**config.mk**
```make
export PLATFORM = sky130hd
export DESIGN_NAME = heading_pid
export DESIGN_NICKNAME = d
export VERILOG_FILES = /design/src/rtl/heading_ctrl_pkg.sv /design/src/rtl/heading_pid_signed_sat.sv /design/src/rtl/heading_pid.sv
export SDC_FILE = /design/constraint.sdc
export NUM_CORES = 1
export LEC_CHECK = 0
export BUFFER_PORTS_ARGS = -buffer_cell sky130_fd_sc_hd__clkbuf_2
export CORE_AREA = 3 3 114 116
export CTS_CLUSTER_DIAMETER = 30
export DETAILED_ROUTE_END_ITERATION = 8
export DIE_AREA = 0 0 117 119
export GPL_TIMING_DRIVEN = 0
export PLACE_DENSITY = 0.63
export SLEW_MARGIN = 20
export SYNTH_ARGS = -nofsm -noshare
export SYNTH_HDL_FRONTEND = slang
export SYNTH_SLANG_ARGS = --single-unit
```
**constraint.sdc**
```tcl
create_clock -name clk -period 7.1 [get_ports clk]
set_input_delay 0.355 -clock clk [delete_from_list [all_inputs] [get_ports clk]]
set_output_delay 0.355 -clock clk [all_outputs]
set_load 0.01 [all_outputs]
```
**src/rtl/heading_ctrl_pkg.sv**
```systemverilog
// heading_ctrl_pkg: widths, saturation limits and speed type shared by heading control and motor drive
package heading_ctrl_pkg;
    localparam int ERR_W     = 12;
    localparam int ERR_SAT_W = 10;
    localparam int INTEG_W   = 15;
    localparam int SPD_W     = 11;
    localparam int FRWRD_W   = 10;
    localparam int DIFF_W    = 7;
    localparam int P_W       = 14;
    localparam int I_W       = 9;
    localparam int D_W       = 12;
    localparam int SUM_W     = 15;
    localparam int CORR_W    = 12;
    localparam int ERR_SAT_MAX = 511;
    localparam int ERR_SAT_MIN = -512;
    localparam int DIFF_MAX    = 63;
    localparam int DIFF_MIN    = -64;
    localparam int SPD_MAX     = 1023;
    localparam int SPD_MIN     = -1024;
    typedef logic signed [SPD_W-1:0] spd_t;
endpackage

```
**src/rtl/heading_pid_signed_sat.sv**
```systemverilog
// signed_sat: combinational clamp of a signed IN_W value into the signed OUT_W range
module signed_sat #(
    parameter int IN_W  = 12,
    parameter int OUT_W = 10
) (
    input  logic signed [IN_W-1:0]  din,
    output logic signed [OUT_W-1:0] dout
);
    logic ovf;
    // in range exactly when every bit above the output sign bit matches it
    assign ovf  = !((&din[IN_W-1:OUT_W-1]) || !(|din[IN_W-1:OUT_W-1]));
    assign dout = ovf ? (din[IN_W-1] ? {1'b1, {(OUT_W-1){1'b0}}} : {1'b0, {(OUT_W-1){1'b1}}})
                      : din[OUT_W-1:0];
endmodule

```
**src/rtl/heading_pid.sv**
```systemverilog
// heading_pid: saturating P+I(+D) heading correction applied differentially to forward speed.
// HEADING_DTERM_EN builds the derivative history and D term; otherwise D contributes 0.
module heading_pid
    import heading_ctrl_pkg::*;
#(
    parameter int P_COEFF = 6,
    parameter int D_COEFF = 7,
    parameter int D_DEPTH = 2
) (
    input  logic                     clk,
    input  logic                     rst,
    input  logic signed [ERR_W-1:0]  error,
    input  logic                     err_vld,
    input  logic                     moving,
    input  logic [FRWRD_W-1:0]       frwrd,
    output spd_t                     lft_spd,
    output spd_t                     rght_spd
);
    // out-of-range gains would overflow the term widths, so such a build stays idle
    localparam bit cfg_ok = (P_COEFF >= 0) && (P_COEFF <= 15) && (D_COEFF >= 0) &&
                            (D_COEFF <= 31) && (D_DEPTH >= 1) && (D_DEPTH <= 4);

    logic signed [ERR_SAT_W-1:0] err_sat_c, err_sat;
    logic                        vld_a;
    logic signed [P_W-1:0]       p_nxt, p_q;
    logic signed [I_W-1:0]       i_q;
    logic signed [D_W-1:0]       d_q;
    logic signed [INTEG_W-1:0]   integ, integ_sum, integ_nxt;
    logic                        integ_ovf;
    logic signed [SUM_W-1:0]     sum;
    logic signed [CORR_W-1:0]    corr;
    logic signed [SPD_W+1:0]     l_raw, r_raw;
    spd_t                        l_sat, r_sat;

    signed_sat #(.IN_W(ERR_W), .OUT_W(ERR_SAT_W)) u_err_sat (.din(error), .dout(err_sat_c));

    always_ff @(posedge clk) begin
        if (rst || !moving) begin
            err_sat <= '0;
            vld_a   <= 1'b0;
        end else begin
            err_sat <= err_sat_c;
            vld_a   <= err_vld & cfg_ok;
        end
    end

    always_comb begin
        p_nxt     = P_W'(err_sat) * P_W'(P_COEFF);
        integ_sum = integ + INTEG_W'(err_sat);
        integ_ovf = (integ[INTEG_W-1] == err_sat[ERR_SAT_W-1]) &&
                    (integ_sum[INTEG_W-1] != integ[INTEG_W-1]);
        integ_nxt = (vld_a && !integ_ovf) ? integ_sum : integ;
    end

    // I_q samples the integrator including the sample being loaded
    always_ff @(posedge clk) begin
        if (rst || !moving) begin
            integ <= '0;
            p_q   <= '0;
            i_q   <= '0;
        end else begin
            integ <= integ_nxt;
            if (vld_a) begin
                p_q <= p_nxt;
                i_q <= integ_nxt[INTEG_W-1:INTEG_W-I_W];
            end
        end
    end

`ifdef HEADING_DTERM_EN
    logic signed [ERR_SAT_W-1:0] hist [D_DEPTH];
    logic signed [ERR_SAT_W:0]   diff_raw;
    logic signed [DIFF_W-1:0]    diff;
    logic signed [D_W-1:0]       d_nxt;

    assign diff_raw = {err_sat[ERR_SAT_W-1], err_sat} -
                      {hist[D_DEPTH-1][ERR_SAT_W-1], hist[D_DEPTH-1]};
    signed_sat #(.IN_W(ERR_SAT_W+1), .OUT_W(DIFF_W)) u_diff_sat (.din(diff_raw), .dout(diff));
    assign d_nxt = D_W'(diff) * D_W'(D_COEFF);

    always_ff @(posedge clk) begin
        if (rst || !moving) begin
            for (int i = 0; i < D_DEPTH; i++) hist[i] <= '0;
            d_q <= '0;
        end else if (vld_a) begin
            hist[0] <= err_sat;
            for (int i = 1; i < D_DEPTH; i++) hist[i] <= hist[i-1];
            d_q <= d_nxt;
        end
    end
`else
    assign d_q = '0;
`endif

    assign sum   = SUM_W'(p_q) + SUM_W'(i_q) + SUM_W'(d_q);
    assign corr  = CORR_W'(sum >>> 3);
    assign l_raw = (SPD_W+2)'(frwrd) + (SPD_W+2)'(corr);
    assign r_raw = (SPD_W+2)'(frwrd) - (SPD_W+2)'(corr);

    signed_sat #(.IN_W(SPD_W+2), .OUT_W(SPD_W)) u_lft_sat  (.din(l_raw), .dout(l_sat));
    signed_sat #(.IN_W(SPD_W+2), .OUT_W(SPD_W)) u_rght_sat (.din(r_raw), .dout(r_sat));

    always_ff @(posedge clk) begin
        if (rst || !moving) begin
            lft_spd  <= '0;
            rght_spd <= '0;
        end else begin
            lft_spd  <= l_sat;
            rght_spd <= r_sat;
        end
    end
endmodule
```
* Word-level counts from Yosys, hierarchy flattened
Cells that the tools add are included.
Storage, ports and cells: memory bits (writable) 0, bits in registers 70, logic and storage cells 39, memories 0, latch bits 0, output and inout bits 22, input bits 26, memory bits (read-only) 0
Cells by class: add/subtract/negate cells 4, multiply operators 1, order comparisons 0, eq/ne operators 2, divide/modulo/power cells 0, bitwise logic cells 0, reduce and logical (&&, ||, !) cells 17, mux-type cells 7, shift-type cells 0
Operators by type and width (count):
- two-way mux 11 bit | 4
- two-way mux 10 bit | 2
- adder 14 x 9 -> 15 bit | 1
- adder 15 x 10 -> 15 bit | 1
- two-way mux 15 bit | 1
- adder 11 x 12 -> 13 bit | 1
- multiplier 10 x 3 -> 13 bit, second input constant | 1
- subtractor 11 x 12 -> 13 bit | 1
- AND reduction 3 bit | 3
- OR reduction 3 bit | 3
- logical NOT 1 bit | 5
- logical OR 1 bit | 4
- logical AND 1 bit | 2
- == test 1 bit | 1
- inequality test 1 bit | 1

* Depth between registers and ports, before layout
word-level depth 6, mapped depth 18, mapped depth without buffers 18

* Modules after synthesis
A second synthesis with hierarchy kept.
Unflattened totals: cells, all modules 665, area total of the unflattened synthesis 5636.7 um^2
By module, submodules not included:
- heading_pid | instances 1, area an instance 4976.0 um^2, sequential area each 1381.3 um^2, cells each 560
- signed_sat at u_lft_sat ... | instances 2, area an instance 226.5 um^2, sequential area each 0.0 um^2, cells each 36
- signed_sat at u_err_sat | instances 1, area an instance 207.7 um^2, sequential area each 0.0 um^2, cells each 33

* Least setup slack after synthesis
No wires, ideal clock.
path kind reg-to-reg, start point reg p_q[4], end point reg rght_spd[0], period minus slack after synthesis 3.855 ns, path buffers 1, stages on the path, launching flop included 17, arrival time 3.724 ns, path slack 3.245 ns, data required time 6.968 ns, library setup time 0.132 ns, cell sequence dfxtp_1 > ha_1 > or3_1 > o221a_2 > a21oi_1 > nor2b_1 > nor2_1 > o21bai_1 > xor2_1 > ha_1 > clkbuf_1 > or4_1 > a31oi_1 > a211oi_1 > mux2_2 > a22oi_4 > o21ai_0
Between the ends: cells in the longest elaborated chain, start to end 6, elaborated cells between the ends (all ways) 8, classes of those cells add/sub (2); mux (2); reduce/logical (4)
Ends and longest elaborated chain:
- start: declaration | line heading_pid.sv:25 | logic signed [P_W-1:0] p_nxt, p_q;
- start signal: assignment | line heading_pid.sv:64 | p_q <= p_nxt;
- adder 14 x 9 -> 15 bit * | line heading_pid.sv:95 | assign sum = SUM_W'(p_q) + SUM_W'(i_q) + SUM_W'(d_q);
- subtractor 11 x 12 -> 13 bit * | line heading_pid.sv:98 | assign r_raw = (SPD_W+2)'(frwrd) - (SPD_W+2)'(corr);
- OR reduction 3 bit | line heading_pid_signed_sat.sv:11 | assign ovf = !((&din[IN_W-1:OUT_W-1]) || !(|din[IN_W-1:OUT_W-1]));
- logical NOT 1 bit | line heading_pid_signed_sat.sv:11
- logical OR 1 bit | line heading_pid_signed_sat.sv:11
- two-way mux 11 bit * | line heading_pid_signed_sat.sv:12 | assign dout = ovf ? (din[IN_W-1] ? {1'b1, {(OUT_W-1){1'b0}}} : {1'b0, {(OUT_W-1){1'b1}}})
- end signal: assignment | line heading_pid.sv:109 | rght_spd <= r_sat;
- end: declaration | line heading_pid.sv:17 | output spd_t rght_spd
Mark *: on every way between the ends. The rest lies on a longest branch, timed or not. A chain may end at the register's enable or synchronous reset.

* Worst setup path in the final report
start point reg p_q[4], end point reg rght_spd[8]
The elaborated chain is that of the path after synthesis.

==> run metrics <==
Chip Height=119 um; Yosys cell types=52; Cell Area, Placed=5172 um^2; DR WL/cell=14.76 um; Max Slew Vio Count=0; Setup crit start kind=flip-flop; hold buffer count at cts=0; worst r2r path cells=16; Die Footprint=13920 um^2; Total Routing Usage GR=16.86%; Main synth FF type=dfxtp_1; initial antenna violation count=0; async set-reset flop share out of synthesis=0%; Hold Crit Class=input pin to flip-flop; area of the mapped netlist=4753 um^2; Core Box Area=12010 um^2; Clock Skew=8.223 ps; static leakage=2.583 nW; RR Startpoint=p_q[4]$_SDFFE_PP0P_; Post-CTS Setup Bufs=0; PwrDens=184.8 nW/um^2; TritonRoute pass-1 iters=4; root buf cell=clkbuf_16; VDD IR-drop max=0.1487 mV; post-DP HPWL=8858 um; port bufs=47; total of max-cap violations=0; Max Freq=222.1 MHz; YS warnings=0; Area Growth Syn to Fin=15.37%; most frequent cell after synthesis=dfxtp_1; Final setup violation count=0; CTS H-tree lvls=3; cell taking the most area after synthesis=dfxtp_1; # nets final=699; Syn Nets=641; sequential area share after synthesis=29.06%; worst-path fanout max=10; fill count=1181; Final Non-Filler Cells=755; Starting Density=39.57%; Layout Cell Area excl Fill=5484 um^2; commonest cells in the netlist=dfxtp_1, ha_1, a21oi_1, nor2_1, o21ai_0; Clock Pin Slew Worst Setup and Hold Paths=60 ps; slew margin rel.=53.49%; WP data arrival=4700 ps; Hold Path Depth=2; cts repair resizes=0; first-pass GRT wire length=18470 um; RSZ-0062 raised after global routing=false; Die Width=117 um; Hold Vio Cnt, Final=0; Setup CP Type=flip-flop to flip-flop; Crit path required time=7290 ps; grt ovf=0; detailed-route DRC error count=0; Sequential cell area=1381 um^2; number of global-route vias before repair=3851; Hold Slack=220.3 ps; Via density=5.344; CTS tree=done; Yosys top cell area share=29.06%; period utilization=63.43%; antenna diode count=0; Vias=4035; area taken by multi-input logic gates=3214 um^2; antenna-violating nets left=0; crit path launch=p_q[4]$_SDFFE_PP0P_; Synth Register Bits=69; status=finished, final reports clean; largest net degree at the start of global routing=13; Synth area leaders=dfxtp_1, ha_1, a21oi_1, xnor2_1, o21ai_0; Post-synth EDFFs=0; later-pin clock latency in the skew report=340 ps; Sink Count=69; 1st-iter DRT viols=147; HP Start=error[0]; IO Pins=48; site row count=40; Inserted Clock Buffers=9; Worst-Margin Slew=697.7 ps; Finished Core Util=45.66%; share of cells above drive strength 1=12.50%; Synth Instances=545; Placed Instances=739; Worst setup EP type=flip-flop; Routed WL=11140 um; Clock Path Buffers=2; GPL Wtd Cong=0.8684; Tmin final=4503 ps; setup TNS=0 ps; Syn Area/Cell=8.722 um^2
==> power by group <==
group          switching, mW  internal (mW)
clock network          0.172          0.291
registers            0.00781          0.402
logic                 0.0822         0.0593
==> through the flow <==
stage,worst slack [ps],power [mW]
3_3_place_gp,2729,0.5560
3_5_place_dp,2626,0.5590
2_1_floorplan,3245,0.5145
4_1_cts,2615,1.026
5_1_grt,2308,1.064
6_report,2597,1.014
==> worst max-delay path: stages (launching register included) <==
cell      delay, ps
dfxtp_1         320
ha_1            220
or3_1           370
o221a_2         260
a21oi_1         220
nor2b_1          70
nor2_1          160
o21bai_1        100
xor2_1          210
ha_1            270
clkbuf_1        200
or4_1           600
a31oi_1         360
a211oi_1        210
mux2_2          330
a22oi_4         270
o21ai_0         170
==> flip-flops by register name (all words and copies together) (netlist names), named ones only <==
| name | count |
|---|---|
| p_q | 13 |
| rght_spd | 11 |
| i_q | 8 |
| err_sat | 10 |
| lft_spd | 11 |
| vld_a | 1 |
| integ | 14 |
==> layout by cell type (no fill, tap or decap), types with 3 or more instances in the layout <==
cell type / n
xnor2_1: 25
clkbuf_2: 47
and4_1: 3
ha_1: 66
dfxtp_1: 69
buf_2: 3
nand2b_1: 4
or3_1: 8
a21oi_1: 48
nor2b_1: 13
xor2_1: 17
clkbuf_16: 9
nand4_1: 3
o31ai_1: 4
a31oi_1: 5
and2_1: 4
or2_2: 3
o21a_1: 16
a211oi_1: 8
nand3_1: 16
o22ai_1: 4
mux2i_1: 17
o21ai_0: 37
o21bai_1: 5
nand2_1: 30
fa_1: 4
nor3_1: 11
nor2_1: 44
a21o_1: 8
o211a_1: 4
o211ai_1: 3
clkbuf_1: 11
inv_1: 26
==> metal layers <==
layer	track usage (%)	vias to the layer above	part of all wire (%)
met4	5.591	0	2.4
met1	20.62	1875	45
met3	5.335	16	4.6
met5	0	-	0
met2	27.77	74	47
li1	-	2070	-
==> logic make-up (layout without fill, tap and decap cells) <==
logic type / after synthesis / after routing / share of synthesized area [%]
xor gates and xnor gates: 43 / 43 / 8.081
and+or+nand+nor: 147 / 147 / 15.11
buffers and inverters: 41 / 104 / 3.316
DFF: 69 / 69 / 29.06
adders and majority gates: 70 / 70 / 19.06
muxes: 18 / 18 / 3.817
AOI/OAI and AO/OA: 157 / 157 / 21.56
==> path summary, 6_finish.rpt <==
kind / to / slack [ps]
hold / removal: err_sat[0]$_SDFF_PP0_ / 220
hold reg to reg: integ[4]$_SDFFE_PP0P_ / 450
setup / recovery: rght_spd[8]$_SDFF_PP0_ / 2600
setup reg to reg: rght_spd[8]$_SDFF_PP0_ / 2600
==> final cells by class <==
class	count	area share, %
timing repair buffer	47	4.289
inverter	26	1.780
clock inverter	5	1.072
sequential	69	25.19
buffer	15	1.095
multi-input combinational	435	58.61
tap	147	3.354
clock buffer	11	4.609
No activity file was read; power rests on OpenSTA's default activity.
